`src/rtl/uart_tx_sched_pkg.sv`:
```
// Shared defaults and FSM encoding for the UART transmit scheduler.
package uart_tx_sched_pkg;
  localparam int UART_FIFO_DEPTH_LOG2 = 4;
  localparam int UART_GAP_DEFAULT     = 0;
  localparam int UART_BUSY_TMO        = 7;

  typedef enum logic [2:0] {
    S_IDLE  = 3'd0,
    S_ISSUE = 3'd1,
    S_WAITB = 3'd2,
    S_WAITE = 3'd3,
    S_GAP   = 3'd4
  } sched_state_e;
endpackage

```
`src/rtl/uart_tx_fifo.sv`:
```
// Byte FIFO with extra-MSB pointers; flush zeroes both pointers and beats a same-cycle push.
module uart_tx_fifo #(
  parameter int DEPTH_LOG2 = 4
) (
  input  logic                  clk_i,
  input  logic                  rst_ni,
  input  logic                  push_i,
  input  logic [7:0]            data_i,
  input  logic                  pop_i,
  input  logic                  flush_i,
  output logic [7:0]            data_o,
  output logic                  full_o,
  output logic                  empty_o,
  output logic [DEPTH_LOG2:0]   level_o
);
  localparam int DEPTH = 1 << DEPTH_LOG2;

  logic [7:0]          mem_q [DEPTH];
  logic [DEPTH_LOG2:0] wr_q, rd_q, wr_d, rd_d;
  logic                do_push, do_pop;

  assign level_o = wr_q - rd_q;
  assign full_o  = (level_o == (DEPTH_LOG2+1)'(DEPTH));
  assign empty_o = (level_o == '0);
  assign do_push = push_i && !full_o && !flush_i;
  assign do_pop  = pop_i && !empty_o && !flush_i;
  assign data_o  = mem_q[rd_q[DEPTH_LOG2-1:0]];

  always_comb begin
    wr_d = wr_q + (DEPTH_LOG2+1)'(do_push);
    rd_d = rd_q + (DEPTH_LOG2+1)'(do_pop);
    if (flush_i) begin
      wr_d = '0;
      rd_d = '0;
    end
  end

  always_ff @(posedge clk_i or negedge rst_ni) begin
    if (!rst_ni) begin
      wr_q <= '0;
      rd_q <= '0;
    end else begin
      wr_q <= wr_d;
      rd_q <= rd_d;
    end
  end

  always_ff @(posedge clk_i) begin
    if (do_push) mem_q[wr_q[DEPTH_LOG2-1:0]] <= data_i;
  end
endmodule

```
`src/rtl/uart_tx_sched.sv`:
```
// Transmit scheduler: queues CPU bytes and hands them one at a time to uart_tx
// using a start/busy/end handshake with busy timeout and optional inter-byte gap.
module uart_tx_sched
  import uart_tx_sched_pkg::*;
#(
  parameter int DEPTH_LOG2 = UART_FIFO_DEPTH_LOG2,
  parameter int GAP_CYCLES = UART_GAP_DEFAULT,
  parameter int BUSY_TMO   = UART_BUSY_TMO
) (
  input  logic                clk_i,
  input  logic                rst_ni,
  input  logic                wr_en_i,
  input  logic [7:0]          wr_data_i,
  input  logic                flush_i,
  input  logic                ovf_clr_i,
  output logic                full_o,
  output logic                empty_o,
  output logic [DEPTH_LOG2:0] level_o,
  output logic                overflow_o,
  output logic                stall_o,
  output logic                tx_start_o,
  output logic [7:0]          tx_data_o,
  input  logic                tx_busy_i,
  input  logic                tx_end_i
);
  localparam logic [7:0]   GAP_LOAD  = 8'(GAP_CYCLES - 1);
  localparam sched_state_e DONE_ST   = (GAP_CYCLES == 0) ? S_IDLE : S_GAP;

  sched_state_e state_q;
  logic [7:0]   tmo_q, gap_q, tx_data_q, fifo_head;
  logic [7:0]   tmo_inc;
  logic         tx_start_q, overflow_q, stall_q;
  logic         fifo_full, fifo_empty;

  uart_tx_fifo #(.DEPTH_LOG2(DEPTH_LOG2)) u_fifo (
    .clk_i   (clk_i),
    .rst_ni  (rst_ni),
    .push_i  (wr_en_i),
    .data_i  (wr_data_i),
    .pop_i   (state_q == S_ISSUE),
    .flush_i (flush_i),
    .data_o  (fifo_head),
    .full_o  (fifo_full),
    .empty_o (fifo_empty),
    .level_o (level_o)
  );

  assign tmo_inc = tmo_q + 8'd1;

  // The timeout counter tracks cycles since tx_start (0 in the ISSUE cycle), so
  // stall becomes visible exactly BUSY_TMO cycles after the start pulse.
  // tx_start/tx_data are registered: they are loaded on the edge into ISSUE so
  // the pulse coincides with the ISSUE cycle in which the head is popped.
  always_ff @(posedge clk_i or negedge rst_ni) begin
    if (!rst_ni) begin
      state_q    <= S_IDLE;
      tmo_q      <= '0;
      gap_q      <= '0;
      tx_start_q <= 1'b0;
      tx_data_q  <= 8'h00;
      overflow_q <= 1'b0;
      stall_q    <= 1'b0;
    end else begin
      tx_start_q <= 1'b0;
      if (wr_en_i && fifo_full && !flush_i) overflow_q <= 1'b1;
      else if (ovf_clr_i)                   overflow_q <= 1'b0;
      if (ovf_clr_i) stall_q <= 1'b0;
      case (state_q)
        S_IDLE: begin
          if (!fifo_empty && !flush_i) begin
            state_q    <= S_ISSUE;
            tx_start_q <= 1'b1;
            tx_data_q  <= fifo_head;
            tmo_q      <= '0;
          end
        end
        S_ISSUE: begin
          tmo_q   <= tmo_inc;
          state_q <= S_WAITB;
        end
        S_WAITB: begin
          if (tx_end_i) begin
            state_q <= DONE_ST;
            gap_q   <= GAP_LOAD;
          end else if (tx_busy_i) begin
            state_q <= S_WAITE;
          end else if (tmo_inc == 8'(BUSY_TMO)) begin
            stall_q <= 1'b1;
            state_q <= S_IDLE;
          end else begin
            tmo_q <= tmo_inc;
          end
        end
        S_WAITE: begin
          if (tx_end_i) begin
            state_q <= DONE_ST;
            gap_q   <= GAP_LOAD;
          end
        end
        S_GAP: begin
          if (gap_q == 8'd0) state_q <= S_IDLE;
          else               gap_q   <= gap_q - 8'd1;
        end
        default: state_q <= S_IDLE;
      endcase
    end
  end

  assign full_o     = fifo_full;
  assign empty_o    = fifo_empty;
  assign overflow_o = overflow_q;
  assign stall_o    = stall_q;
  assign tx_start_o = tx_start_q;
  assign tx_data_o  = tx_data_q;
endmodule

```
`config.mk`:
```
export PLATFORM = sky130hd
export DESIGN_NAME = uart_tx_sched
export DESIGN_NICKNAME = d
export VERILOG_FILES = /design/src/rtl/uart_tx_sched_pkg.sv /design/src/rtl/uart_tx_fifo.sv /design/src/rtl/uart_tx_sched.sv
export SDC_FILE = /design/constraint.sdc
export NUM_CORES = 1
export LEC_CHECK = 0
export BUFFER_PORTS_ARGS = -buffer_cell sky130_fd_sc_hd__buf_4
export CORE_UTILIZATION = 60
export DETAILED_ROUTE_END_ITERATION = 6
export GPL_ROUTABILITY_DRIVEN = 0
export PLACE_DENSITY_LB_ADDON = 0.15
export REMOVE_ABC_BUFFERS = 1
export SLEW_MARGIN = 30
export SYNTH_ARGS = -nofsm -noshare
export SYNTH_HDL_FRONTEND = slang
export SYNTH_SLANG_ARGS = --single-unit
```
`constraint.sdc`:
```
create_clock -name clk_i -period 7.04 [get_ports clk_i]
set_input_delay 0.352 -clock clk_i [delete_from_list [all_inputs] [get_ports clk_i]]
set_output_delay 0.352 -clock clk_i [all_outputs]
set_load 0.03 [all_outputs]
```
* Yosys cells after proc, flatten, opt, wreduce, memory -nomap -nowiden *
Memory sizes are Yosys's and may differ from the RTL's. A register that Yosys moved wholly into a read port is not among the register bits.
Index checks and enable logic that the tools add are counted.

word-level totals
  register bits after elaboration = 32
  bits in writable memories = 128
  output and inout port bits = 18
  memories = 1

memory list
  memory        depth  width  read ports  clocked after Yosys merged registers in  wr ports  line                text
  u_fifo.mem_q  16     8      1           1                                        1         uart_tx_fifo.sv:18  logic [7:0] mem_q [DEPTH];

operators by class
  $add $sub $neg = 5
  eq/ne operators = 15
  mux-type cells = 28
  reduce and logical (&&, ||, !) cells = 22

operators with widths
  cell                                              count
  two-way mux 8 bit                                 6
  case mux 8 bit (3 select lines)                   1
  two-way mux 3 bit                                 6
  case mux 8 bit (2 select lines)                   1
  case mux 3 bit (5 select lines)                   1
  inequality test 2 bit, second input constant      7
  two-way mux 1 bit                                 11
  adder 5 x 1 -> 5 bit                              2
  two-way mux 5 bit                                 2
  adder 8 x 1 -> 8 bit, second input constant       1
  == test 8 x 3 -> 1 bit, second input constant     1
  logical NOT 8 bit                                 1
  subtractor 8 x 1 -> 8 bit, second input constant  1
  logical AND 1 bit                                 7
  == test 3 x 2 -> 1 bit, second input constant     2
  == test 5 bit, second input constant              1
  logical NOT 5 bit                                 1
  AND reduction 5 bit                               1
  subtractor 5 bit                                  1
  logical NOT 1 bit                                 4
  inequality test 4 bit, second input constant      1
  AND reduction 4 bit                               1
  nonzero test 2 bit                                2
  == test 3 x 1 -> 1 bit, second input constant     1
  other kinds (7)                                   7

* Depth between registers and ports, before layout *
Gate-level depths: netlist (run 1).

  word-level depth = 7
  depth in mapped cells = 15
  mapped depth without buffers = 14

* Cells and area by module *
From an unflattened synthesis (run 1), not the netlist that was laid out.

second synthesis, totals
  cell total of the unflattened synthesis = 404
  area total of the unflattened synthesis = 6827.8 um2

modules (own cells, without submodules)
  module         instances  cells an instance  area an instance (um2)  sequential area each (um2)
  uart_tx_fifo   1          292                5590.4                  4093.9
  uart_tx_sched  1          112                1237.4                  525.5

* Worst setup path after synthesis (run 1) *
Ideal clock, no wire load.

  kind = register -> register
  start = reg u_fifo.rd_q[1]
  end = mem u_fifo.mem_q[2][0] (enable)
  data arrival time = 3.579 ns
  slack = 3.066 ns
  stages on the path, launching flop included = 10
  path buffers = 2
  period minus slack after synthesis = 3.974 ns
  cells stage by stage = dfrtp_1 clkbuf_1 clkbuf_1 inv_1 fa_1 xor2_2 and4b_4 o21a_4 nand3b_1 nor4_1

on the way
  cells in the longest elaborated chain, start to end = 7

RTL lines
  item                                     line                 text
  start: declaration                       uart_tx_fifo.sv:19   logic [DEPTH_LOG2:0] wr_q, rd_q, wr_d, rd_d;
  start signal: assignment                 uart_tx_fifo.sv:44   rd_q <= rd_d;
  subtractor 5 bit                         uart_tx_fifo.sv:22   assign level_o = wr_q - rd_q;
  via level_o[2]                           uart_tx_sched.sv:18  output logic [DEPTH_LOG2:0] level_o,
  == test 5 bit                            uart_tx_fifo.sv:23   assign full_o = (level_o == (DEPTH_LOG2+1)'(DEPTH));
  via full_o                               uart_tx_sched.sv:16  output logic full_o,
  logical NOT 1 bit                        uart_tx_fifo.sv:25   assign do_push = push_i && !full_o && !flush_i;
  logical AND 1 bit (2 in series)          uart_tx_fifo.sv:25
  two-way mux 1 bit                        uart_tx_fifo.sv:49   if (do_push) mem_q[wr_q[DEPTH_LOG2-1:0]] <= data_i;
  two-way mux 1 bit (implied by the code)  uart_tx_fifo.sv:49
  end: declaration                         uart_tx_fifo.sv:18

The timed path passes the listed nets, and every way through them passes these cells.

* Worst setup path in the final report (run 1) *
  start = reg u_fifo.rd_q[0]
  end = mem u_fifo.mem_q[1][3] (enable)

on the way
  cells in the longest elaborated chain, start to end = 7

RTL lines
  item                                     line
  subtractor 5 bit                         uart_tx_fifo.sv:22
  == test 5 bit                            uart_tx_fifo.sv:23
  logical NOT 1 bit                        uart_tx_fifo.sv:25
  logical AND 1 bit (2 in series)          uart_tx_fifo.sv:25
  two-way mux 1 bit                        uart_tx_fifo.sv:49
  two-way mux 1 bit (implied by the code)  uart_tx_fifo.sv:49

No other way between the ends.

==> qor.yml, run 1 <==
cp-end-kind: "flip-flop"
cts_setup_buffers: 0
drcViolationCount: 0
layout_commonest_cell: "edfxtp_1"
ant_nets: 0
synth.cell_area_um2: 6880
tns_ns: 0
track_usage_pct: 26.5
switching_share_pct: 28.0
setup_viol: 0
hold_buffers: 1
worst_pin_slew_ns: 0.757
via_count: 3663
die_y_um: 109
synth_cell_types: 54
nets: 457
synth_top_family_by_area: "multiplexers"
outcome: "finished, final reports clean"
r2r-start: "u_fifo.rd_q[0]"
ys_ff_latch: 159
clock_path_buffers: 2
max_freq_ghz: 0.251
numCtsBuffers: 17
clock_latency_ns: 0.43
io_buffers: 32
r2r_setup_slack_ns: 3.05
path_class: "reg -> reg"
yosysWarnings: 0
syn2layout_area_growth_pct: 14.8
path_max_fanout: 34
fillers: 707
yosys_most_used_dff: "edfxtp_1"
wl_um: 14000
finalInstanceArea_um2: 7900
ios: 33
antenna_found_initial: 0
power_mw: 2.69
root_buffer: "clkbuf_16"
regArea_um2: 4620
coreArea_um2: 11000
timing.final.ws_setup_ns: 3.05
async_flop_share_pct: 19.5
synth_fa_ha_area_share_pct: 3.02
diodes: 0
drt-vias-per-instance: 6.33
cts_max_level: 4
placed_cell_area_um2: 7240
synthMuxAreaShare_pct: 14.7
hold_path_class: "in -> reg"
min_period_ns: 3.99
max_cap_viol_count: 0
syn_inst: 388
fp.dieArea_um2: 11900
post-route-period-util_pct: 56.7
grt_pass1_wl_um: 21100
placed_cells: 546
ys_seq_area_share_pct: 67.1
grt_setup_unrepaired: "false"
slew_headroom_pct: 49.3
seq_power_share_pct: 41.4
netSwitchingPower_mw: 0.753
r2r_cells: 9
place_hpwl_um: 9040
multi_input_area_um2: 2130
fp-row-count: 38
drive_gt1_share_pct: 30.8
slew_violations: 0
min_from: "ovf_clr_i"
arrival_ns: 4.04
finalNonFillerCells: 579
die_w_um: 109
leakagePower_nw: 2.78
power_frac_comb_pct: 22.4
yosys.area_share.simple_pct: 7.78
first_global_vias: 3652
grt.overflow.total: 0
cts_tree: "done"
timing.hold.ws_ns: 0.135
p_clk_share_pct: 36.3
cp-startpoint: "u_fifo.rd_q[0]"
drtIter0Drc: 473
synth_compound_area_share_pct: 3.40
utilization_pct: 71.6
hold_viol_final: 0
wl_per_cell_um: 24.1
internal-power_mw: 1.94
vdd_drop_max_v: 0.000272
grt_max_degree: 36
power.density_nw_per_um2: 341
clock_sinks: 159
start_util_pct: 62.4
start_kind: "flip-flop"
cts_resized: 0
clkTransAtPathRegs_ns: 0.06
holdPathStages: 2
synth_edf_count: 128
drtPass1Iterations: 7
preCtsSetupSlack_ns: 3.05
synthXorXnorAreaFrac_pct: 1.64
cp.required_ns: 7.09
skew_ns: 0.00989
most-common-layout-cells: "edfxtp_1 (128), mux4_2 (40), buf_4 (35), dfrtp_1 (30), inv_1 (19)"
syn_area_per_cell_um2: 17.7
[power by group through the flow]
stage	Combinational, mW	Sequential, mW	Clock [mW]
after floorplan	0.349	1.20	0
after global placement	0.592	1.13	0
after detailed placement	0.602	1.13	0
after CTS	0.604	1.11	0.988
after global routing	0.647	1.12	1.02
final	0.603	1.11	0.977
[synth_stat cells, types with 6 or more instances]
cell type / number / area (um^2)
mux4_2: 40 / 901
xnor2_1: 7 / 61.3
and3_1: 7 / 43.8
nor2_1: 11 / 41.3
dfrtp_1: 31 / 776
nor2b_1: 6 / 37.5
inv_1: 19 / 71.3
nand3_1: 10 / 50.1
nand3b_1: 6 / 45.0
ha_1: 15 / 188
nand2_1: 9 / 33.8
edfxtp_1: 128 / 3840
mux2_2: 8 / 90.1
clkbuf_1: 9 / 33.8
o21ai_0: 11 / 55.1
[area by class of cell]
type / instances / area share, %
timing repair buffer: 36 / 3.45
inverter: 20 / 0.950
sequential: 159 / 58.5
multi-input combinational: 192 / 26.9
tap: 140 / 2.22
clock buffer: 21 / 5.70
clock inverter: 11 / 2.31
[routing by layer]
metal	GRT usage, %	vias up	share of wire (%)
met1	34.0	1860	42
met2	42.1	184	50
li1	-	1600	-
met5	0	-	0
met3	9.03	19	7.4
met4	9.85	0	1.3
[state kept, by name, indices dropped and copies added (netlist names)]
| signal | flops |
|---|---|
| overflow_o | 1 |
| stall_o | 1 |
| state_q | 2 |
| tmo_q | 8 |
| tx_data_o | 8 |
| tx_start_o | 1 |
| u_fifo.mem_q | 128 |
| u_fifo.rd_q | 5 |
| u_fifo.wr_q | 5 |
[logic make-up (layout without fill, tap and decap cells)]
group,count (synthesis),count (layout)
mux,50,50
simple gates,84,84
xor+xnor,12,12
fa+ha+maj,16,16
buf+inv,37,88
flops,159,159
compound gates,30,30
[worst max-delay path, cell delays in order (launching register included)]
cell     delay, ns
dfrtp_2       0.34
buf_4         0.52
ha_1          0.27
inv_1         0.05
fa_1          0.42
xor2_2        0.29
and4b_4       0.28
o21a_4        0.22
or3b_1        0.53
nor3_2        0.68
[final timing paths]
kind,endpoint
worst min register to register,tx_data_o[4]
min in group asynchronous,tx_data_o[4]
worst max register to register,u_fifo.mem_q[1][3]
worst min-delay path,stall_o
worst max-delay path,u_fifo.mem_q[1][3]
max in group asynchronous,u_fifo.rd_q[0]
(Power assumes the default switching activity.)
==> run 2, diff against run 1 <==
==> constraint.sdc (replaced) <==
create_clock -name clk_i -period 4.05 [get_ports clk_i]
set_input_delay 0.2025 -clock clk_i [delete_from_list [all_inputs] [get_ports clk_i]]
set_output_delay 0.2025 -clock clk_i [all_outputs]
set_load 0.03 [all_outputs]
==> run 2 against run 1 <==
Effect of this change: first-iteration DRC count is 31% lower; non-clock buffer count grew 11; final cell count is 1.9% higher; sequential power is 75% higher; global-route usage is 2.2 points lower; setup slack got worse by 2.7 ns; register-to-register slack got worse by 2.7 ns; design area down 0.40%; hold slack worse by 0.081 ns; via count down 1.4%; wire length shrank 8.2%.
==> qor.yml, run 2 (synthesis results as in run 1) <==
outcome: "finished, final reports clean"  # unchanged
r2r-end: "u_fifo.mem_q[1][0]"  # was u_fifo.mem_q[1][3]
layout_commonest_cell: "edfxtp_1"  # unchanged
r2r_cells: 9  # unchanged
path_cells: "inv_1 -> ha_1 -> inv_1 -> fa_1 -> xor2_2 -> and4b_4 -> o21a_4 -> or3b_1 -> nor3_2"  # was buf_4 -> ha_1 -> inv_1 -> fa_1 -> xor2_2 -> and4b_4 -> o21a_4 -> or3b_1 -> nor3_2
wl_um: 12800  # was 14,000 um
path_class: "reg -> reg"  # unchanged
path_max_fanout: 10  # was 34
cp_common_cell: "inv_1"
r2r_setup_slack_ns: 0.38  # was 3.05 ns
hold_viol_final: 0  # unchanged
max_freq_ghz: 0.273  # was 0.251 GHz
fp-row-count: 38  # unchanged
timing.final.ws_setup_ns: 0.383  # was 3.05 ns
via_count: 3611  # was 3,663
place_hpwl_um: 8510  # was 9040 um
cts_tree: "done"  # unchanged
cp_slowest_cell: "nor3_2"  # unchanged
syn2layout_area_growth_pct: 14.4  # was 14.8%
antenna_found_initial: 0  # unchanged
arrival_ns: 3.73  # was 4.04 ns
diodes: 0  # unchanged
seq_power_share_pct: 43.9  # was 41.4%
met2_usage_pct: 36.5  # was 42.1%
track_usage_pct: 24.3  # was 26.5%
fillers: 702  # was 707
slew_violations: 0  # unchanged
grt.overflow.total: 0  # unchanged
grt_pass1_wl_um: 20000  # was 21,100 um
io_buffers: 32  # unchanged
start_kind: "flip-flop"  # unchanged
coreArea_um2: 11000  # unchanged
drive_gt1_share_pct: 31.3  # was 30.8%
global_route.usage.met1_pct: 33.1  # was 34.0%
switching_share_pct: 29.6  # was 28.0%
internal-power_mw: 3.11  # was 1.94 mW
cpPeakStageDelay_ns: 0.61  # was 0.68 ns
ant_nets: 0  # unchanged
power.density_nw_per_um2: 561  # was 341 nW/um^2
start_util_pct: 62.4  # unchanged
cts_max_level: 4  # unchanged
cts_setup_buffers: 0  # unchanged
finalNonFillerCells: 590  # was 579
largest_register_ffs: 128  # unchanged
critPathTopFamily: "simple AND/OR/NAND/NOR gates"  # unchanged
skew_ns: 0.00929  # was 0.00989 ns
clock_latency_ns: 0.43  # about the same
numCtsBuffers: 17  # unchanged
finalInstanceArea_um2: 7870  # was 7900 um^2
power_frac_comb_pct: 23.2  # was 22.4%
cp.required_ns: 4.11  # was 7.09 ns
netSwitchingPower_mw: 1.31  # was 0.753 mW
clock_path_buffers: 2  # unchanged
min_period_ns: 3.67  # was 3.99 ns
drt-vias-per-instance: 6.12  # was 6.33
grt_util_met3_pct: 6.52  # was 9.03%
die_w_um: 109  # unchanged
wl_per_cell_um: 21.7  # was 24.1 um
regArea_um2: 4620  # unchanged
min_from: "flush_i"  # was ovf_clr_i
preCtsSetupSlack_ns: 0.403  # was 3.05 ns
nets: 468  # was 457
p_clk_share_pct: 32.9  # was 36.3%
holdPathStages: 2  # unchanged
drtPass1Iterations: 4  # was 7
first_global_vias: 3697  # was 3,652
cts_resized: 0  # unchanged
drcViolationCount: 0  # unchanged
ios: 33  # unchanged
slew_headroom_pct: 55.7  # was 49.3%
r2r-start: "u_fifo.wr_q[0]"  # was u_fifo.rd_q[0]
placed_cells: 556  # was 546
multi_input_area_um2: 2100  # was 2130 um^2
most-common-layout-cells: "edfxtp_1 (128), buf_4 (45), mux4_2 (40), dfrtp_1 (30), inv_1 (19)"  # was edfxtp_1 (128), mux4_2 (40), buf_4 (35), dfrtp_1 (30), inv_1 (19)
cp-end-kind: "flip-flop"  # unchanged
vdd_drop_max_v: 0.000449  # was 0.000272 V
die_y_um: 109  # unchanged
max_cap_viol_count: 0  # unchanged
clkTransAtPathRegs_ns: 0.06  # about the same
grt_busiest_layer: "met2"  # unchanged
placed_cell_area_um2: 7310  # was 7240 um^2
grt_max_degree: 35  # was 36
utilization_pct: 71.4  # was 71.6%
hold_path_class: "in -> reg"  # unchanged
worst_pin_slew_ns: 0.661  # was 0.757 ns
grt_setup_unrepaired: "false"  # unchanged
clock_sinks: 159  # unchanged
cp.buffers_inverters: 2  # unchanged
leakagePower_nw: 2.79  # was 2.78 nW
setup_viol: 0  # unchanged
post-route-period-util_pct: 90.6  # was 56.7%
drtIter0Drc: 328  # was 473
hold_end: "u_fifo.wr_q[2]"  # was stall_o
tns_ns: 0  # unchanged
fp.dieArea_um2: 11900  # unchanged
root_buffer: "clkbuf_16"  # unchanged
## run 2: stage by stage
step	total power, mW	hold WS (ns)
after floorplan	2.69	-0.0931
after global placement	2.98	0.164
after detailed placement	3.01	0.165
after CTS	4.45	0.0451
after global routing	4.61	0.0655
final	4.42	0.0541
## run 2: power groups by stage
stage | registers, mW | clock network, mW | logic, mW
finish | 1.94 | 1.45 | 1.03
global route | 1.95 | 1.54 | 1.12
CTS | 1.94 | 1.47 | 1.04
detailed placement | 1.97 | 0 | 1.03
global placement | 1.96 | 0 | 1.01
floorplan | 2.08 | 0 | 0.606
## run 2: final cells by class
cell class | instances | area share, %
timing repair buffer | 47 | 4.55
clock buffer | 19 | 5.50
sequential | 159 | 58.7
multi-input combinational | 192 | 26.7
inverter | 20 | 0.954
tap | 140 | 2.23
clock inverter | 13 | 1.38
## run 2: how the worst max path moves through the flow
| stage | from | to | slack [ns] | depth (start not counted) |
|---|---|---|---|---|
| floorplan | u_fifo.rd_q[0] | u_fifo.mem_q[2][0] | -0.63 | 8 |
| global placement | u_fifo.wr_q[0] | u_fifo.mem_q[1][6] | 0.54 | 9 |
| detailed placement | u_fifo.wr_q[0] | u_fifo.mem_q[1][7] | 0.40 | 9 |
| CTS | u_fifo.wr_q[0] | u_fifo.mem_q[1][7] | 0.36 | 9 |
| global route | u_fifo.wr_q[0] | u_fifo.mem_q[1][7] | 0.23 | 9 |
| finish | u_fifo.wr_q[0] | u_fifo.mem_q[1][0] | 0.38 | 9 |
## run 2: metal layers
layer  part of all wire [%]  routed length, um
met1                     43               5470
met2                     49               6300
met4                    1.6                206
met3                    6.6                850
met5                      0                  0
## run 2: timing repair
| action | 4_1_cts | 5_1_grt |
|---|---|---|
| setup endpoints to repair | 0 | 0 |
| endpoints found under the hold margin | 33 | 0 |
| hold buffers | 2 | 0 |
## run 2: worst reg2reg max path, stage by stage, from the launching register on
cell and delay, ns:
dfrtp_1 0.52, inv_1 0.26, ha_1 0.20, inv_1 0.05, fa_1 0.42, xor2_2 0.25
and4b_4 0.26, o21a_4 0.22, or3b_1 0.52, nor3_2 0.61
